File: src/rtl/quad_decoder.sv
// Quadrature encoder decoder: two-flop sync + per-phase debounce, x1/x2/x4 counting with wrap or saturation.
// Optional built-in quadrature test generator under QDEC_TESTGEN_EN (adds tm_enable/tm_dir ports).

module qdec_phase #(
  parameter int FILT = 3
) (
  input  logic clk_in,
  input  logic reset,
  input  logic raw_i,
  output logic lvl_o
);
  localparam int CW = $clog2(FILT + 1);

  logic [1:0]    sync_q;
  logic          lvl_q, lvl_d;
  logic [CW-1:0] run_q, run_d;

  // Any sample that matches the current level restarts the run, so glitches die out.
  always_comb begin
    lvl_d = lvl_q;
    run_d = '0;
    if (sync_q[1] != lvl_q) begin
      if (run_q == CW'(FILT - 1)) lvl_d = sync_q[1];
      else                        run_d = run_q + 1'b1;
    end
  end

  always_ff @(posedge clk_in) begin
    if (reset) begin
      sync_q <= '0;
      lvl_q  <= 1'b0;
      run_q  <= '0;
    end else begin
      sync_q <= {sync_q[0], raw_i};
      lvl_q  <= lvl_d;
      run_q  <= run_d;
    end
  end

  assign lvl_o = lvl_q;
endmodule

module quad_decoder #(
  parameter int WIDTH = 8,
  parameter int FILT  = 3
) (
  input  logic             clk_in,
  input  logic             reset,
`ifdef QDEC_TESTGEN_EN
  input  logic             tm_enable,
  input  logic             tm_dir,
`endif
  input  logic             enc_a,
  input  logic             enc_b,
  input  logic [1:0]       mode,
  input  logic             sat_en,
  input  logic             clear,
  output logic [WIDTH-1:0] count,
  output logic             dir,
  output logic             step,
  output logic             err
);
  logic [1:0] raw, lvl;  // bit 1 = A, bit 0 = B

`ifdef QDEC_TESTGEN_EN
  logic [3:0] tick_q;
  logic [1:0] gpos_q;

  always_ff @(posedge clk_in) begin
    if (reset) begin
      tick_q <= '0;
      gpos_q <= '0;
    end else if (!tm_enable) begin
      tick_q <= '0;
    end else begin
      tick_q <= tick_q + 4'd1;
      if (tick_q == 4'hF) gpos_q <= tm_dir ? gpos_q + 2'd1 : gpos_q - 2'd1;
    end
  end

  // Sequence index 0..3 maps to AB = 00,10,11,01.
  assign raw = tm_enable ? {gpos_q[1] ^ gpos_q[0], gpos_q[1]} : {enc_a, enc_b};
`else
  assign raw = {enc_a, enc_b};
`endif

  for (genvar i = 0; i < 2; i++) begin : g_ph
    qdec_phase #(.FILT(FILT)) u_ph (
      .clk_in(clk_in),
      .reset (reset),
      .raw_i (raw[i]),
      .lvl_o (lvl[i])
    );
  end

  logic [1:0]       prev_q;
  logic [WIDTH-1:0] count_q, count_d;
  logic             dir_q, dir_d, step_q, step_d, err_q, err_d;
  logic [1:0]       pos_new, pos_old, delta;
  logic             fwd, rev, illegal, counted;

  // Position along the forward sequence; delta 1 = forward, 3 = reverse, 2 = both phases moved.
  assign pos_new = {lvl[0], lvl[1] ^ lvl[0]};
  assign pos_old = {prev_q[0], prev_q[1] ^ prev_q[0]};
  assign delta   = pos_new - pos_old;
  assign fwd     = (delta == 2'd1);
  assign rev     = (delta == 2'd3);
  assign illegal = (delta == 2'd2);

  always_comb begin
    case (mode)
      2'd0:    counted = (pos_old == 2'd0 && pos_new == 2'd1) || (pos_old == 2'd1 && pos_new == 2'd0);
      2'd1:    counted = (fwd | rev) & (lvl[1] ^ prev_q[1]);
      default: counted = fwd | rev;
    endcase
  end

  always_comb begin
    count_d = count_q;
    dir_d   = dir_q;
    step_d  = 1'b0;
    err_d   = err_q;
    if (clear) begin
      count_d = '0;
      err_d   = 1'b0;
    end else begin
      if (illegal) err_d = 1'b1;
      if (counted) begin
        step_d = 1'b1;
        dir_d  = fwd;
        if (fwd) count_d = (sat_en && (&count_q))  ? count_q : count_q + 1'b1;
        else     count_d = (sat_en && ~(|count_q)) ? count_q : count_q - 1'b1;
      end
    end
  end

  always_ff @(posedge clk_in) begin
    if (reset) begin
      prev_q  <= '0;
      count_q <= '0;
      dir_q   <= 1'b0;
      step_q  <= 1'b0;
      err_q   <= 1'b0;
    end else begin
      prev_q  <= lvl;
      count_q <= count_d;
      dir_q   <= dir_d;
      step_q  <= step_d;
      err_q   <= err_d;
    end
  end

  assign count = count_q;
  assign dir   = dir_q;
  assign step  = step_q;
  assign err   = err_q;
endmodule

File: config.mk
export PLATFORM = sky130hd
export DESIGN_NAME = quad_decoder
export DESIGN_NICKNAME = d
export VERILOG_FILES = /design/src/rtl/quad_decoder.sv
export SDC_FILE = /design/constraint.sdc
export NUM_CORES = 1
export LEC_CHECK = 0
export ABC_AREA = 1
export CORE_ASPECT_RATIO = 0.75
export CORE_MARGIN = 5
export CORE_UTILIZATION = 42
export CTS_BUF_LIST = sky130_fd_sc_hd__clkbuf_4 sky130_fd_sc_hd__clkbuf_8 sky130_fd_sc_hd__clkbuf_16
export DETAILED_ROUTE_END_ITERATION = 8
export PLACE_DENSITY_LB_ADDON = 0.08
export SLEW_MARGIN = 20
export SYNTH_ARGS = -nofsm -noshare
export SYNTH_HDL_FRONTEND = slang
export SYNTH_SLANG_ARGS = --single-unit
File: constraint.sdc
create_clock -name clk_in -period 2.6 [get_ports clk_in]
set_input_delay 0.65 -clock clk_in [delete_from_list [all_inputs] [get_ports clk_in]]
set_output_delay 0.65 -clock clk_in [all_outputs]
set_load 0.01 [all_outputs]
After elaboration in Yosys (flattened, before gate mapping)
Index checks and enable logic that the tools add are counted.
- register bits: 23
- input port bits: 8
- output and inout port bits: 11
- word-level logic and storage cells: 59
- add/sub/neg operators: 5
- equality and inequality tests: 12
- mux-type cells: 5
- bitwise gates (word level): 9
- reduce and logical (&&, ||, !) cells: 17
- operator list (cell ; count):
    8-bit 2-to-1 mux ; 3
    8-bit by 1-bit adder with 8-bit output (second input constant) ; 1
    2-bit by 1-bit equality test with 1-bit output (second input constant) ; 4
    2-bit equality test (second input constant) ; 4
    8-bit AND reduction ; 1
    8-bit OR reduction ; 1
    8-bit by 1-bit subtractor with 8-bit output (second input constant) ; 1
    2-bit zero test ; 3
    2-bit AND reduction ; 3
    3-bit OR reduction ; 2
    2-bit by 1-bit adder with 2-bit output (second input constant) ; 2
    1-bit logical AND ; 4
    2-bit inequality test (second input constant) ; 2
    1-bit inverter ; 4
    3-bit AND reduction ; 1
    1-bit bitwise XOR ; 3
    1-bit inequality test ; 2
    1-bit case mux with 2 select lines ; 1
    2-bit OR reduction ; 1
    2-bit subtractor ; 1
    1-bit bitwise AND ; 1
    1-bit logical OR ; 1
    1-bit 2-to-1 mux ; 1
    1-bit bitwise OR ; 1

Longest topological paths before layout
- word-level depth: 7
- gate-level depth with buffers: 18
- depth with buffers taken out: 18

Modules after synthesis
From an unflattened synthesis, not the netlist that was laid out.
- cells, all modules: 229
- area total of the unflattened synthesis: 1510.2 um^2
- by module, submodules not included (module ; times used ; cells an instance ; area an instance (um^2) ; sequential area each (um^2)):
    quad_decoder ; 1 ; 183 ; 1137.3 ; 260.2
    qdec_phase ; 2 ; 23 ; 186.4 ; 100.1

Worst setup path before layout
No wires, ideal clock.
- kind: register to register
- start: register g_ph[0].u_ph.lvl_q
- end: register count_q[7] (netlist: count[7])
- setup time: 0.111 ns
- data arrival time: 2.257 ns
- data required time: 2.489 ns
- path slack: 0.232 ns
- cell stages (with the launch flop): 18
- path buffers: 0
- period minus slack after synthesis: 2.368 ns
- cell sequence: dfxtp_1 -> inv_2 -> ha_1 -> inv_1 -> ha_1 -> inv_2 -> nand3_4 -> ha_1 -> nand2_1 -> nand2_1 -> inv_1 -> nand2_1 -> nand2_1 -> nand2_1 -> nand3_1 -> nand2_1 -> nor2_1 -> nor2_1
- word-level cells in the longest chain between the ends: 7
- elaborated cells on any way between the ends: 16
- classes of those cells: add/sub: 1; eq/ne: 5; mux: 2; bitwise: 3; reduce/logical: 5
- RTL lines (what ; RTL line ; RTL):
    start: declaration ; 15 ; logic lvl_q, lvl_d;
    start signal: assignment ; 35 ; lvl_q <= lvl_d;
    1-bit bitwise XOR ; 103 ; assign pos_new = {lvl[0], lvl[1] ^ lvl[0]};
    2-bit subtractor ; 105 ; assign delta = pos_new - pos_old;
    2-bit by 1-bit equality test with 1-bit output / 2-bit equality test (equally long branches) ; 106, 107 ;
    1-bit bitwise OR ; 113, 114 ;
    1-bit bitwise AND ; 113 ; 2'd1: counted = (fwd | rev) & (lvl[1] ^ prev_q[1]);
    1-bit case mux with 2 select lines ; 111 ; case (mode)
    3-bit AND reduction (no line) ; n/a ;
    end signal: assignment ; 146 ; count_q <= count_d;
    end: declaration ; 97 ; logic [WIDTH-1:0] count_q, count_d;
Parallel ways exist; a longest one is shown, timed or not.
A chain may end at the register's enable or synchronous reset.

Worst setup path in the final report
- start: register g_ph[0].u_ph.lvl_q
- end: register count_q[6] (netlist: count[6])
Same word-level chain as after synthesis.

==> impl_metrics.env <==
export IMPL_outcome="finished, final reports clean"
export IMPL_grt_antenna_before_repair=0
export IMPL_clockRootBuffer="clkbuf_8"
export IMPL_synth_seq_cells=23
export IMPL_slowest_stage="fa_1"
export IMPL_die_width_um=78.3
export IMPL_vias_per_cell=4.72
export IMPL_r2r_end="count[6]$_SDFFE_PP0P_"
export IMPL_p_int_mw=0.490
export IMPL_grt_max_degree=15
export IMPL_wl_per_cell_um=10.7
export IMPL_p_leak_nw=0.860
export IMPL_dpl_cell_area_mm2=0.00172
export IMPL_io_pins=19
export IMPL_overflow=0
export IMPL_synth_fp_nets=245
export IMPL_fmax_mhz=414
export IMPL_cts_inserted_buffers=3
export IMPL_crit_type="reg -> reg"
export IMPL_synthFlopType="dfxtp_1"
export IMPL_vdd_drop_max_mv=0.267
export IMPL_crit_buf_inv=3
export IMPL_path_cells="inv_2, ha_1, inv_1, ha_2, inv_2, nand3_2, fa_1, nand3_1, nand2_1, nand3_1, nand2_1, nand2_1, nand2_1, nor2_1, nor2_1"
export IMPL_clock_sinks=23
export IMPL_clkPwrFrac_pct=36.5
export IMPL_r2r_cells=15
export IMPL_antenna_cells=0
export IMPL_hold_viol_final=0
export IMPL_vias=1387
export IMPL_dp_hpwl_um=2360
export IMPL_worst_pin_slew_ps=439
export IMPL_std_cell_rows=18
export IMPL_nets=277
export IMPL_pwr_density_cell_mw_per_mm2=348
export IMPL_dieArea_mm2=0.00480
export IMPL_syn_cell_area_mm2=0.00147
export IMPL_grt_pass1_vias=1083
export IMPL_wl_um=3150
export IMPL_skew_ps=2.87
export IMPL_areaGrowthSynthToFinish_pct=26.8
export IMPL_switchingPower_mw=0.159
export IMPL_cp_start_kind="register"
export IMPL_pwr_share_seq_pct=55.2
export IMPL_maxCapViolCount=0
export IMPL_crit_start="g_ph[0].u_ph.lvl_o$_SDFFE_PP0P_"
export IMPL_fin_area_mm2=0.00186
export IMPL_syn_area_per_cell_um2=6.59
export IMPL_syn_inst=223
export IMPL_crit_fanout=4
export IMPL_drtAntennaViolNets=0
export IMPL_hold_buffers=0
export IMPL_drc=0
export IMPL_drt_pass1_iter_count=4
export IMPL_synth_edf_count=0
export IMPL_grt_usage_pct=13.5
export IMPL_reg2reg_from="g_ph[0].u_ph.lvl_o$_SDFFE_PP0P_"
export IMPL_dr_first_iter_drc_count=75
export IMPL_crit_arrival_ps=2590
export IMPL_drive_above_1_share_pct=12.2
export IMPL_cp_end_kind="register"
export IMPL_period_minus_slack_ps=2420
export IMPL_fin_crit_sh_pct=93.0
export IMPL_path_clk_slew_ps=90
export IMPL_netlist_area_leader_share_pct=31.3
export IMPL_yosysMostFrequentCell="nand2_1"
export IMPL_yosys_cell_types_count=24
export IMPL_fp_coreArea_mm2=0.00333
export IMPL_place_congestion=0.936
export IMPL_setup_viol=0
export IMPL_swShare_pct=24.5
export IMPL_yosys_top_cells_area="dfxtp_1 (31%), nand2_1 (16%), ha_1 (11%)"
export IMPL_max_stage_delay_ps=440
export IMPL_yosysTopAreaCell="dfxtp_1"
export IMPL_slew_viol_final=0
export IMPL_pwr_share_comb_pct=8.4
export IMPL_portBuffers=18
export IMPL_cp_depth=15
export IMPL_cts_tree="done"
export IMPL_maxSlewHeadroom_pct=70.7
export IMPL_grt_pass1_wl_um=4970
export IMPL_yosysSeqAreaShare_pct=31.3
export IMPL_die_h_um=61.2
export IMPL_start_util_pct=44.1
export IMPL_timing_setup_tns_ps=0
export IMPL_ff2ff_setup_slack_ps=180
export IMPL_async_flop_share_pct=0
export IMPL_clk_insertion_delay_late_ps=270
export IMPL_cts_htree_levels=1
export IMPL_critPathTopFamily="adder cells"
export IMPL_cp_endpoint="count[6]$_SDFFE_PP0P_"
export IMPL_worst_path_most_repeated_cell="nand2_1"
export IMPL_clk_path_buf_depth=2
export IMPL_synth_warning_count=0
export IMPL_hp_class="reg -> reg"
export IMPL_synth_commonest_cells="nand2_1 (64), inv_1 (37), nor2_1 (34)"
export IMPL_cp_required_ps=2770
registers in the layout, summed over array words and instances (netlist names):
name              count
count                 8
g_ph.u_ph.run_q       4
g_ph.u_ph.sync_q      4
g_ph.u_ph.lvl_o       2
prev_q                2
dir                   1
err                   1
step                  1
worst reg2reg max path: stages (launching register included):
cell     delay (ps)
dfxtp_4         370
inv_2            40
ha_1            280
inv_1            60
ha_2            270
inv_2            90
nand3_2         150
fa_1            440
nand3_1         140
nand2_1          90
nand3_1         100
nand2_1          60
nand2_1          50
nand2_1          40
nor2_1           90
nor2_1           50
worst min-delay path by stage:
stage                                                 start                           endpoint  slack [ps]  cells past startpoint
after floorplan           g_ph[0].u_ph.sync_q[0]$_SDFF_PP0_  g_ph[0].u_ph.sync_q[1]$_SDFF_PP0_         390                      2
after global placement    g_ph[1].u_ph.sync_q[0]$_SDFF_PP0_  g_ph[1].u_ph.sync_q[1]$_SDFF_PP0_         390                      2
after detailed placement  g_ph[1].u_ph.sync_q[0]$_SDFF_PP0_  g_ph[1].u_ph.sync_q[1]$_SDFF_PP0_         390                      2
after CTS                 g_ph[1].u_ph.sync_q[0]$_SDFF_PP0_  g_ph[1].u_ph.sync_q[1]$_SDFF_PP0_         410                      2
after global routing      g_ph[1].u_ph.sync_q[0]$_SDFF_PP0_  g_ph[1].u_ph.sync_q[1]$_SDFF_PP0_         420                      2
final                     g_ph[1].u_ph.sync_q[0]$_SDFF_PP0_  g_ph[1].u_ph.sync_q[1]$_SDFF_PP0_         400                      2
final cells by class:
cell class              instances  area, um2
clock buffers                   3       41.3
well taps                      40       50.0
inverters                      40        150
clock inverters                 1       7.51
repair buffers                 28        255
fillers                       317       1470
multi-input cells             159        895
flip-flops and latches         23        465
cell usage in the layout (no fill, tap or decap), types with 5 or more instances in the layout:
cell type,Yosys,final
nand4_1,5,5
ha_1,13,9
nor2_1,34,34
nand2_1,64,64
buf_4,0,10
a21oi_1,11,11
inv_1,37,37
clkdlybuf4s50_1,0,18
nand3_1,12,12
dfxtp_1,23,21
stage by stage:
step / hold WS, ps / setup slack [ps] / total power [mW] / std cells / utilization, %
after global placement: 391 / 122 / 0.418 / 284 / 51.7
final: 403 / 183 / 0.649 / 294 / 55.9
after CTS: 406 / 45.5 / 0.654 / 288 / 53.2
after detailed placement: 392 / 74.1 / 0.418 / 284 / 51.7
after floorplan: 388 / 232 / 0.397 / 223 / -
after global routing: 419 / -4.42 / 0.684 / 294 / 55.9
metal layers:
layer	share of wire [%]	track usage, %
met4	0.60	2.99
met1	57	20.1
met2	38	19.1
met5	0	0
met3	4.8	3.95
power by group through the flow:
stage | Sequential, mW | Clock, mW | Combinational [mW]
2_1_floorplan | 0.367 | 0 | 0.0295
3_3_place_gp | 0.367 | 0 | 0.0505
3_5_place_dp | 0.367 | 0 | 0.0510
4_1_cts | 0.359 | 0.244 | 0.0511
5_1_grt | 0.359 | 0.265 | 0.0600
6_report | 0.358 | 0.237 | 0.0543
cell families after synthesis:
family | Yosys count | synth area share [%]
adders and majority gates | 14 | 12.4
AOI/OAI and AO/OA | 16 | 5.96
xor gates and xnor gates | 1 | 0.596
DFF | 23 | 31.3
and+or+nand+nor | 127 | 38.5
buffers and inverters | 42 | 11.2
timing repair:
| item | in CTS | in global routing |
|---|---|---|
| buffers inserted | 0 | 5 |
| setup endpoints to repair | 0 | 4 |
| gates resized for setup | 0 | 7 |
(Power assumes the default switching activity.)
